<file path="src/rtl/wm_pkg.sv">
// wm_pkg: shared command codes, status bits, state and program encodings
package wm_pkg;
   localparam logic [2:0] CMD_NOP   = 3'd0;
   localparam logic [2:0] CMD_FILL  = 3'd1;
   localparam logic [2:0] CMD_WASH  = 3'd2;
   localparam logic [2:0] CMD_RINSE = 3'd3;
   localparam logic [2:0] CMD_SPIN  = 3'd4;
   localparam logic [2:0] CMD_DRAIN = 3'd5;
   localparam logic [2:0] CMD_STOP  = 3'd6;

   localparam int ST_BUSY  = 0;
   localparam int ST_DONE  = 1;
   localparam int ST_FAULT = 7;

   typedef enum logic [1:0] {S_IDLE, S_ISSUE, S_WAIT, S_STOP} seq_state_t;
   typedef enum logic [1:0] {PROG_NORMAL, PROG_HEAVY, PROG_QUICK, PROG_SPIN} prog_t;
endpackage

</file>
<file path="src/rtl/wm_cmd_sequencer_if.sv">
// wm_cmd_sequencer_if: command/status link between sequencer and washer core
interface wm_cmd_sequencer_if;
   logic [2:0] ctrl;
   logic [7:0] data_in;
   logic [7:0] status;
   logic [7:0] data_out;
   modport master (output ctrl, output data_in, input status, input data_out);
   modport slave (input ctrl, input data_in, output status, output data_out);
endinterface

</file>
<file path="src/rtl/wm_step_rom.sv">
// wm_step_rom: step tables mapping (program, phase) to command, operand and last-step flag
module wm_step_rom
   import wm_pkg::*;
#(
   parameter logic [7:0] D_FILL  = 8'd20,
   parameter logic [7:0] D_WASH  = 8'd120,
   parameter logic [7:0] D_RINSE = 8'd60,
   parameter logic [7:0] D_SPIN  = 8'd90,
   parameter logic [7:0] D_DRAIN = 8'd15
) (
   input  prog_t      i_prog,
   input  logic [2:0] i_phase,
   output logic [2:0] o_code,
   output logic [7:0] o_operand,
   output logic       o_last
);
   logic [8:0] w_wash_x2;
   logic [7:0] w_wash;
   assign w_wash_x2 = {D_WASH, 1'b0};
   assign w_wash = (i_prog == PROG_HEAVY) ? (w_wash_x2[8] ? 8'hFF : w_wash_x2[7:0]) :
                   (i_prog == PROG_QUICK) ? {1'b0, D_WASH[7:1]} : D_WASH;
   assign o_operand = (o_code == CMD_FILL)  ? D_FILL  :
                      (o_code == CMD_WASH)  ? w_wash  :
                      (o_code == CMD_RINSE) ? D_RINSE :
                      (o_code == CMD_SPIN)  ? D_SPIN  :
                      (o_code == CMD_DRAIN) ? D_DRAIN : 8'd0;
   // step list per program; phases past the end read as NOP/last
   always_comb begin
      o_code = CMD_NOP;
      o_last = 1'b1;
      case (i_prog)
         PROG_QUICK: begin
            case (i_phase)
               3'd0: o_code = CMD_FILL;
               3'd1: o_code = CMD_WASH;
               3'd2: o_code = CMD_DRAIN;
               3'd3: o_code = CMD_SPIN;
               default: o_code = CMD_NOP;
            endcase
            o_last = i_phase >= 3'd3;
         end
         PROG_SPIN: begin
            o_code = (i_phase == 3'd0) ? CMD_DRAIN : (i_phase == 3'd1) ? CMD_SPIN : CMD_NOP;
            o_last = i_phase >= 3'd1;
         end
         default: begin
            case (i_phase)
               3'd0: o_code = CMD_FILL;
               3'd1: o_code = CMD_WASH;
               3'd2: o_code = CMD_DRAIN;
               3'd3: o_code = CMD_RINSE;
               3'd4: o_code = CMD_DRAIN;
               3'd5: o_code = CMD_SPIN;
               default: o_code = CMD_NOP;
            endcase
            o_last = i_phase >= 3'd5;
         end
      endcase
   end
endmodule

</file>
<file path="src/rtl/wm_cmd_sequencer.sv">
// wm_cmd_sequencer: runs wash programs as phase commands with handshake, timeout and STOP recovery
module wm_cmd_sequencer
   import wm_pkg::*;
#(
   parameter int              TO_W    = 16,
   parameter logic [TO_W-1:0] TO_MAX  = 16'd50000,
   parameter logic [7:0]      D_FILL  = 8'd20,
   parameter logic [7:0]      D_WASH  = 8'd120,
   parameter logic [7:0]      D_RINSE = 8'd60,
   parameter logic [7:0]      D_SPIN  = 8'd90,
   parameter logic [7:0]      D_DRAIN = 8'd15
) (
   input  logic                       clk,
   input  logic                       rst_n,
   input  logic                       i_start,
   input  logic [1:0]                 i_prog_sel,
   input  logic                       i_abort,
   wm_cmd_sequencer_if.master         core,
   output logic                       o_seq_busy,
   output logic                       o_seq_done,
   output logic                       o_seq_err,
   output logic [2:0]                 o_phase,
   output logic [7:0]                 o_last_resp
);
   localparam logic [TO_W-1:0] TO_LAST = TO_MAX - {{(TO_W-1){1'b0}}, 1'b1};

   seq_state_t      r_state, w_next;
   prog_t           r_prog, w_prog_nxt;
   logic [2:0]      r_phase, r_ctrl, w_phase_nxt, w_ctrl_nxt;
   logic [7:0]      r_data, r_resp, w_data_nxt, w_resp_nxt;
   logic [TO_W-1:0] r_cnt, w_cnt_nxt;
   logic            r_err, r_done, w_err_nxt, w_done_nxt;
   logic [2:0]      w_code;
   logic [7:0]      w_operand;
   logic            w_last, w_in_wait, w_accept, w_abort, w_fault, w_pdone, w_tmo;
   logic            w_unused;

   wm_step_rom #(
      .D_FILL(D_FILL), .D_WASH(D_WASH), .D_RINSE(D_RINSE), .D_SPIN(D_SPIN), .D_DRAIN(D_DRAIN)
   ) u_rom (
      .i_prog(r_prog), .i_phase(r_phase), .o_code(w_code), .o_operand(w_operand), .o_last(w_last)
   );

   assign w_unused  = ^{core.status[6:2], core.status[ST_BUSY]};
   assign w_in_wait = r_state == S_WAIT;
   assign w_accept  = (r_state == S_IDLE) & i_start;
   assign w_abort   = w_in_wait & i_abort;
   assign w_fault   = w_in_wait & ~i_abort & core.status[ST_FAULT];
   assign w_pdone   = w_in_wait & ~i_abort & ~core.status[ST_FAULT] & core.status[ST_DONE];
   assign w_tmo     = w_in_wait & ~i_abort & ~core.status[ST_FAULT] & ~core.status[ST_DONE] & (r_cnt == TO_LAST);

   // state and registered outputs
   always_ff @(posedge clk or negedge rst_n) begin
      if (!rst_n) begin
         r_state <= S_IDLE;
         r_prog  <= PROG_NORMAL;
         r_phase <= 3'd0;
         r_ctrl  <= CMD_NOP;
         r_data  <= 8'd0;
         r_resp  <= 8'd0;
         r_cnt   <= '0;
         r_err   <= 1'b0;
         r_done  <= 1'b0;
      end else begin
         r_state <= w_next;
         r_prog  <= w_prog_nxt;
         r_phase <= w_phase_nxt;
         r_ctrl  <= w_ctrl_nxt;
         r_data  <= w_data_nxt;
         r_resp  <= w_resp_nxt;
         r_cnt   <= w_cnt_nxt;
         r_err   <= w_err_nxt;
         r_done  <= w_done_nxt;
      end
   end

   // next state; WAIT exits in priority abort, fault, phase_done, timeout
   always_comb begin
      w_next = (r_state == S_IDLE)  ? (i_start ? S_ISSUE : S_IDLE) :
               (r_state == S_ISSUE) ? S_WAIT :
               (r_state == S_STOP)  ? S_IDLE :
               (w_abort | w_fault | w_tmo) ? S_STOP :
               w_pdone ? (w_last ? S_IDLE : S_ISSUE) : S_WAIT;
   end

   // next values of outputs and datapath; STOP is shown in the STOP cycle itself
   always_comb begin
      w_ctrl_nxt  = (w_next == S_STOP) ? CMD_STOP : (r_state == S_ISSUE) ? w_code : CMD_NOP;
      w_data_nxt  = (r_state == S_ISSUE) ? w_operand : 8'd0;
      w_phase_nxt = w_accept ? 3'd0 : (w_pdone & ~w_last) ? r_phase + 3'd1 : r_phase;
      w_cnt_nxt   = (r_state == S_ISSUE) ? '0 : w_in_wait ? r_cnt + 1'b1 : r_cnt;
      w_err_nxt   = w_accept ? 1'b0 : (w_fault | w_tmo) ? 1'b1 : r_err;
      w_done_nxt  = w_pdone & w_last;
      w_resp_nxt  = w_pdone ? core.data_out : r_resp;
      w_prog_nxt  = w_accept ? prog_t'(i_prog_sel) : r_prog;
   end

   assign core.ctrl    = r_ctrl;
   assign core.data_in = r_data;
   assign o_seq_busy   = r_state != S_IDLE;
   assign o_seq_done   = r_done;
   assign o_seq_err    = r_err;
   assign o_phase      = r_phase;
   assign o_last_resp  = r_resp;
endmodule
</file>
<file path="src/flat_wrapper.sv">
// flat-port wrapper written by rule: the top's interface ports become plain ports
module wm_cmd_sequencer_flat import wm_pkg::*;
#(
   parameter int              TO_W    = 16,
   parameter logic [TO_W-1:0] TO_MAX  = 16'd50000,
   parameter logic [7:0]      D_FILL  = 8'd20,
   parameter logic [7:0]      D_WASH  = 8'd120,
   parameter logic [7:0]      D_RINSE = 8'd60,
   parameter logic [7:0]      D_SPIN  = 8'd90,
   parameter logic [7:0]      D_DRAIN = 8'd15
)
  (clk, rst_n, i_start, i_prog_sel, i_abort, o_seq_busy, o_seq_done, o_seq_err, o_phase, o_last_resp, core_ctrl, core_data_in, core_status, core_data_out);
  wm_cmd_sequencer_if core_i ();
  input  logic clk;
  input  logic rst_n;
  input  logic i_start;
  input  logic [1:0] i_prog_sel;
  input  logic i_abort;
  output logic o_seq_busy;
  output logic o_seq_done;
  output logic o_seq_err;
  output logic [2:0] o_phase;
  output logic [7:0] o_last_resp;
  output wire logic [$bits(core_i.ctrl)-1:0] core_ctrl;
  output wire logic [$bits(core_i.data_in)-1:0] core_data_in;
  input wire logic [$bits(core_i.status)-1:0] core_status;
  input wire logic [$bits(core_i.data_out)-1:0] core_data_out;
  assign core_ctrl = core_i.ctrl;
  assign core_data_in = core_i.data_in;
  assign core_i.status = core_status;
  assign core_i.data_out = core_data_out;
  wm_cmd_sequencer #(.TO_W(TO_W), .TO_MAX(TO_MAX), .D_FILL(D_FILL), .D_WASH(D_WASH), .D_RINSE(D_RINSE), .D_SPIN(D_SPIN), .D_DRAIN(D_DRAIN)) u_core (.clk(clk), .rst_n(rst_n), .i_start(i_start), .i_prog_sel(i_prog_sel), .i_abort(i_abort), .core(core_i), .o_seq_busy(o_seq_busy), .o_seq_done(o_seq_done), .o_seq_err(o_seq_err), .o_phase(o_phase), .o_last_resp(o_last_resp));
endmodule
</file>
<file path="config.mk">
export PLATFORM = sky130hd
export DESIGN_NAME = wm_cmd_sequencer_flat
export DESIGN_NICKNAME = d
export VERILOG_FILES = /design/src/rtl/wm_pkg.sv /design/src/rtl/wm_cmd_sequencer_if.sv /design/src/rtl/wm_step_rom.sv /design/src/rtl/wm_cmd_sequencer.sv /design/src/flat_wrapper.sv
export SDC_FILE = /design/constraint.sdc
export NUM_CORES = 1
export LEC_CHECK = 0
export CORE_ASPECT_RATIO = 1.5
export CORE_UTILIZATION = 55
export DETAILED_ROUTE_END_ITERATION = 16
export GPL_TIMING_DRIVEN = 0
export HOLD_SLACK_MARGIN = 0.15
export PLACE_DENSITY = 0.85
export SYNTH_ARGS = -nofsm -noshare
export SYNTH_HDL_FRONTEND = slang
export SYNTH_SLANG_ARGS = --single-unit
</file>
<file path="constraint.sdc">
create_clock -name clk -period 4.94 [get_ports clk]
set_input_delay 0.988 -clock clk [delete_from_list [all_inputs] [get_ports clk]]
set_output_delay 0.988 -clock clk [all_outputs]
set_load 0.05 [all_outputs]
</file>
==> results of run 1 <==
## per-layer routing
layer / part of all wire, % / track usage (%)
met1: 42 / 28.64
met2: 52 / 38.90
met3: 3.6 / 5.303
met4: 2.5 / 11.54
met5: 0 / 0
## synthesized netlist by cell type (3+ instances only)
cell	instances	area [µm²]
nand4_1	3	18.77
nand3_1	8	40.04
a21oi_1	7	35.03
dfrtp_1	44	1101
inv_1	12	45.04
o21ai_0	10	50.05
nand2b_1	6	37.54
o22ai_1	3	18.77
nor2_1	19	71.32
mux2_2	11	123.9
nor3_1	5	25.02
ha_1	10	125.1
xor2_1	6	52.55
xnor2_1	5	43.79
a31oi_1	3	18.77
and3_1	4	25.02
nand2_1	20	75.07
## report_power, final
group	leakage, nW	internal [mW]	switching, mW
sequential	0.580	0.460	0.0800
clock	0.0642	0.199	0.118
combinational	0.649	0.324	0.546
## worst max-delay path, cell delays in order, from the launching register on
cell and delay, ns:
dfrtp_1 0.40, inv_1 0.09, ha_1 0.27, inv_1 0.09
clkdlybuf4s50_1 0.80
## state kept, by name, summed over array words and instances, names as in the netlist
signal,count
u_core.o_seq_done,1
u_core.r_cnt,16
u_core.core.ctrl,3
u_core.r_prog,2
u_core.core.data_in,8
u_core.r_state,2
u_core.o_seq_err,1
u_core.o_phase,3
u_core.o_last_resp,8
## cell type report
type,count,area [µm²]
fillers,288,1060
well taps,45,56.30
flip-flops and latches,44,1101
multi-input cells,152,1076
repair buffers,41,422.9
inverters,13,48.80
clock inverters,2,60.06
clock buffers,5,68.82
plain buffers,4,30.03
## final timing paths
path	to	slack (ns)
max	o_seq_busy	1.99
min	u_core.o_seq_err	0.50
max reg2reg	u_core.core.ctrl[1]	2.86
min reg2reg	u_core.o_seq_err	0.50
max in group asynchronous	u_core.core.data_in[7]	3.82
min in group asynchronous	u_core.r_cnt[13]	0.64
## cells by family (layout without fill, tap and decap cells)
| kind of cell | after synthesis | in the layout |
|---|---|---|
| compound gates | 35 | 35 |
| xor+xnor | 11 | 11 |
| fa+ha+maj | 10 | 10 |
| buf+inv | 17 | 65 |
| flops | 44 | 44 |
| mux | 13 | 13 |
| simple gates | 83 | 83 |
## through the flow
stage	utilization (%)	cell area (µm²)	hold WS [ns]	setup slack (ns)
after floorplan	-	2256	0.5068	2.884
after global placement	69.13	2713	0.4806	1.759
after detailed placement	69.71	2735	0.4831	2.327
after CTS	72.99	2864	0.5062	1.977
after global routing	72.99	2864	0.5293	1.881
final	72.99	2864	0.5015	1.993
==> impl_metrics.env, run 1 <==
export IMPL_dieHeight_um=80.44
export IMPL_relSlewSlack_pct=64.83
export IMPL_yosysSeqAreaShare_pct=48.81
export IMPL_period_minus_slack_ns=2.947
export IMPL_crit_type="flop to output pin"
export IMPL_p_leak_nw=1.293
export IMPL_htreeDepth=2
export IMPL_synth_compound_area_share_pct=10.26
export IMPL_start_util_pct=57.49
export IMPL_synth_xor_area_share_pct=4.271
export IMPL_cts_buffers=5
export IMPL_dp_cells=299
export IMPL_fin_nets=293
export IMPL_grt_pass1_wl_um=7417
export IMPL_cts_path_max_buffers=2
export IMPL_synth_area_um2=2256
export IMPL_synth_adder_area_share_pct=5.546
export IMPL_synthesis_instances=213
export IMPL_areaGrowthSynthToFinish_pct=26.96
export IMPL_clockRootBuffer="clkbuf_8"
export IMPL_setup_tns_ns=0
export IMPL_drive_above_1_share_pct=14.56
export IMPL_n_antenna_cell=0
export IMPL_timing_final_crit_share_pct=59.65
export IMPL_grt_use_total_pct=23.88
export IMPL_hold_depth=1
export IMPL_post_cts_setup_buffer_count=0
export IMPL_drtAntennaViolNets=0
export IMPL_core_area_um2=3924
export IMPL_synth_seq_cells=44
export IMPL_vias=1697
export IMPL_drt_iter0_markers=45
export IMPL_grt_max_degree=26
export IMPL_max_cap_violations=0
export IMPL_dieArea_um2=4367
export IMPL_synth_simple_area_share_pct=21.24
export IMPL_hp_class="flop to flop"
export IMPL_avgViaCountPerCell=5.546
export IMPL_wl_um=4372
export IMPL_drtPass1Iterations=4
export IMPL_ir_worst_vdd_mv=0.4663
export IMPL_critPathLaunch="u_core.r_state[0]"
export IMPL_dp_hpwl_um=3217
export IMPL_totalPowerFinal_mw=1.727
export IMPL_grt_pass1_vias=1716
export IMPL_antenna_found_initial=0
export IMPL_synth_warnings=0
export IMPL_avgRoutedWirePerCell_um=14.29
export IMPL_postSynthAreaPerCell_um2=10.59
export IMPL_io_pins=47
export IMPL_hold_start="u_core.o_seq_err"
export IMPL_setup_viol=0
export IMPL_synth_distinct_cells=46
export IMPL_clkLatencyLatePin_ns=0.30
export IMPL_cp_end_kind="output pin"
export IMPL_synth_top_family_by_area="simple AND/OR/NAND/NOR gates"
export IMPL_arrival_ns=1.96
export IMPL_stdcell_count=306
export IMPL_muxShareOfSynthArea_pct=6.378
export IMPL_rsz0062_at_grt="no"
export IMPL_status="completed"
export IMPL_final_max_slew_viol_count=0
export IMPL_path_clk_slew_ns=0.08
export IMPL_cts_hold_buf=0
export IMPL_rr_worst_depth=7
export IMPL_gp_congestion=0.7887
export IMPL_fmax_mhz=339.4
export IMPL_rows=28
export IMPL_cp_start_kind="flop"
export IMPL_final_common_cell="dfrtp_1"
export IMPL_syn_num_nets=245
export IMPL_die_w_um=54.29
export IMPL_place_port_buffers=40
export IMPL_synth_edf_count=0
export IMPL_finalHoldViolCount=0
export IMPL_cts_sinks=44
export IMPL_fin_skew_ns=0.006090
export IMPL_p_per_area_nw_per_um2=603.0
export IMPL_drc=0
export IMPL_async_flop_share_pct=100.0
export IMPL_critPathRequiredTime_ns=3.95
export IMPL_cts_tree="built"
export IMPL_overflow=0
export IMPL_mostFrequentLayoutCells="dfrtp_1 (44), clkdlybuf4s50_1 (39), nand2_1 (20), nor2_1 (19), inv_1 (12)"
export IMPL_critPathMaxFanout=5
export IMPL_ctsResizeCount=0
export IMPL_r2r_start="u_core.o_phase[1]"
export IMPL_synth_flop_cell="dfrtp_1"
export IMPL_worst_slew_pin_slew_ns=0.5258
Note: power is estimated with default switching activity, not from simulation.
==> run 2, diff against run 1 <==
--- a/config.mk
+++ b/config.mk
@@ -6,11 +6,11 @@
 export NUM_CORES = 1
 export LEC_CHECK = 0
 export CORE_ASPECT_RATIO = 1.5
-export CORE_UTILIZATION = 55
+export CORE_UTILIZATION = 46
 export DETAILED_ROUTE_END_ITERATION = 16
 export GPL_TIMING_DRIVEN = 0
 export HOLD_SLACK_MARGIN = 0.15
-export PLACE_DENSITY = 0.85
+export PLACE_DENSITY = 0.76
 export SYNTH_ARGS = -nofsm -noshare
 export SYNTH_HDL_FRONTEND = slang
 export SYNTH_SLANG_ARGS = --single-unit
==> constraint.sdc (replaced) <==
create_clock -name clk -period 2.5 [get_ports clk]
set_input_delay 0.5 -clock clk [delete_from_list [all_inputs] [get_ports clk]]
set_output_delay 0.5 -clock clk [all_outputs]
set_load 0.05 [all_outputs]
==> run 2 against run 1 <==
Effect of this change: setup slack lost 1.7 ns; cell count grew 6.5%; routed wire length shrank 3.5%; sequential cell count is the same; die area grew 19%; critical endpoint is now o_phase[0]; largest power group unchanged.
==> impl_metrics.env, run 2 (same netlist as run 1, synthesis figures left out) <==
export IMPL_status="completed"
export IMPL_utilization_pct=61.63
export IMPL_final_common_cell="dfrtp_1"
export IMPL_wl_um=4217
export IMPL_critPathMaxFanout=7
export IMPL_path_clk_slew_ns=0.08
export IMPL_io_pins=47
export IMPL_p_per_area_nw_per_um2=1123
export IMPL_worst_slew_pin_slew_ns=0.5217
export IMPL_totalPowerFinal_mw=3.195
export IMPL_largest_reg_flops=16
export IMPL_internal_power_mw=1.739
export IMPL_htreeDepth=2
export IMPL_grt_pass1_wl_um=7189
export IMPL_p_sw_mw=1.456
export IMPL_setup_viol=0
export IMPL_period_minus_slack_ns=2.164
export IMPL_hold_depth=1
export IMPL_drive_above_1_share_pct=14.50
export IMPL_hold_start="u_core.o_seq_err"
export IMPL_dieArea_um2=5194
export IMPL_vias=1713
export IMPL_dieHeight_um=87.77
export IMPL_ir_worst_vdd_mv=0.9705
export IMPL_hp_class="flop to flop"
export IMPL_relSlewSlack_pct=64.95
export IMPL_antenna_found_initial=0
export IMPL_cp_start_kind="flop"
export IMPL_max_cap_violations=0
export IMPL_path_delay_family="buffers and inverters"
export IMPL_combPwrFrac_pct=53.3
export IMPL_fmax_mhz=462.2
export IMPL_drc=0
export IMPL_critPathLaunch="u_core.o_phase[0]"
export IMPL_critPathRequiredTime_ns=2.00
export IMPL_dp_hpwl_um=3094
export IMPL_switching_share_pct=45.58
export IMPL_avgViaCountPerCell=5.255
export IMPL_cts_sinks=44
export IMPL_fin_skew_ns=0.005644
export IMPL_cts_path_max_buffers=2
export IMPL_crit_buf_inv=1
export IMPL_arrival_ns=1.66
export IMPL_place_port_buffers=40
export IMPL_drtAntennaViolNets=0
export IMPL_cp_cell_sequence="clkdlybuf4s50_1"
export IMPL_dp_cells=318
export IMPL_clkLatencyLatePin_ns=0.30
export IMPL_die_w_um=59.18
export IMPL_rr_worst_depth=7
export IMPL_cts_buffers=5
export IMPL_top_register="u_core.r_cnt"
export IMPL_n_antenna_cell=0
export IMPL_areaGrowthSynthToFinish_pct=26.12
export IMPL_gp_congestion=0.7796
export IMPL_r2r_start="u_core.r_state[0]"
export IMPL_fin_nets=294
export IMPL_worst_slack_ns=0.3364
export IMPL_clockRootBuffer="clkbuf_8"
export IMPL_avgRoutedWirePerCell_um=12.94
export IMPL_drtPass1Iterations=4
export IMPL_cp_depth=1
export IMPL_mostFrequentLayoutCells="dfrtp_1 (44), clkdlybuf4s50_1 (38), nand2_1 (20), nor2_1 (19), inv_1 (12)"
export IMPL_drt_iter0_markers=38
export IMPL_overflow=0
export IMPL_p_leak_nw=1.275
export IMPL_critPathSlowestCell="clkdlybuf4s50_1"
export IMPL_finalHoldViolCount=0
export IMPL_rsz0062_at_grt="no"
export IMPL_timing_final_crit_share_pct=86.54
export IMPL_place_ws_ns=0.3737
export IMPL_grt_pass1_vias=1661
export IMPL_core_area_um2=4617
export IMPL_cp_end_kind="output pin"
export IMPL_final_max_slew_viol_count=0
export IMPL_cts_tree="built"
export IMPL_hold_ws_ns=0.5020
export IMPL_rows=30
export IMPL_grt_max_degree=31
export IMPL_clkPwrFrac_pct=13.2
export IMPL_cp_slowest_stage_delay_ns=0.87
export IMPL_grt_use_total_pct=18.28
export IMPL_seq_power_share_pct=33.5
export IMPL_crit_type="flop to output pin"
export IMPL_start_util_pct=48.86
export IMPL_stdcell_count=326
-- run 2: changes by cell type in the layout (fill, tap and decap cells not counted), sizes merged --
| cell | before | now |
|---|---|---|
| bufinv | 2 | 0 |
| clkdlybuf4s50 | 39 | 38 |
| clkinv | 1 | 2 |
| clkinvlp | 0 | 1 |
| dlygate4sd3 | 0 | 1 |
| dlymetal6s2s | 0 | 1 |
-- run 2: final timing paths --
| check | end | slack [ns] |
|---|---|---|
| min in group asynchronous | u_core.o_last_resp[7] | 0.64 |
| hold reg to reg | u_core.o_seq_err | 0.50 |
| max in group asynchronous | u_core.r_cnt[11] | 1.38 |
| setup / recovery | o_phase[0] | 0.34 |
| setup reg to reg | u_core.r_cnt[10] | 0.47 |
| hold / removal | u_core.o_seq_err | 0.50 |
-- run 2: worst reg2reg max path: cells and delay by family, from the launching register on --
kind,cells,cell delay [ns]
and+or+nand+nor,4,0.84
adders and majority gates,1,0.43
DFF,1,0.41
xor gates and xnor gates,1,0.17
buffers and inverters,1,0.09
-- run 2: final cells by class --
cell class | instances | area (µm²)
Tap cell | 64 | 80.08
Multi-Input combinational cell | 152 | 1076
Timing Repair Buffer | 42 | 427.9
Inverter | 13 | 48.80
Buffer | 4 | 30.03
Clock buffer | 5 | 68.82
Fill cell | 381 | 1772
Sequential cell | 44 | 1101
Clock inverter | 2 | 12.51
-- run 2: stage by stage --
step	TNS [ns]	instance area [µm²]
final	0	2845
after global routing	0	2845
after CTS	0	2843
after detailed placement	0	2751
after global placement	-9.312	2736
after floorplan	0	2256
-- run 2: power groups by stage --
stage	combinational (mW)	clock, mW	sequential (mW)
finish	1.70	0.422	1.07
detailed placement	1.70	0	1.08
global route	1.83	0.463	1.09
CTS	1.71	0.437	1.07
floorplan	0.779	0	1.51
global placement	1.68	0	1.07
-- run 2: layer usage --
metal | up-vias | wire length [µm] | share of wire, % | global-route usage, %
li1 | 840 | - | - | -
met1 | 819 | 1790 | 42 | 21.16
met2 | 48 | 2178 | 52 | 31.36
met3 | 6 | 165 | 3.9 | 4.284
met4 | 0 | 82 | 1.9 | 8.442
met5 | - | 0 | 0 | 0
-- run 2: what timing repair did --
item,CTS,global route
setup buffers,0,0
hold endpoints to repair,14,0
setup endpoints to repair,0,1
gates resized for setup,0,1
hold buffers,1,0
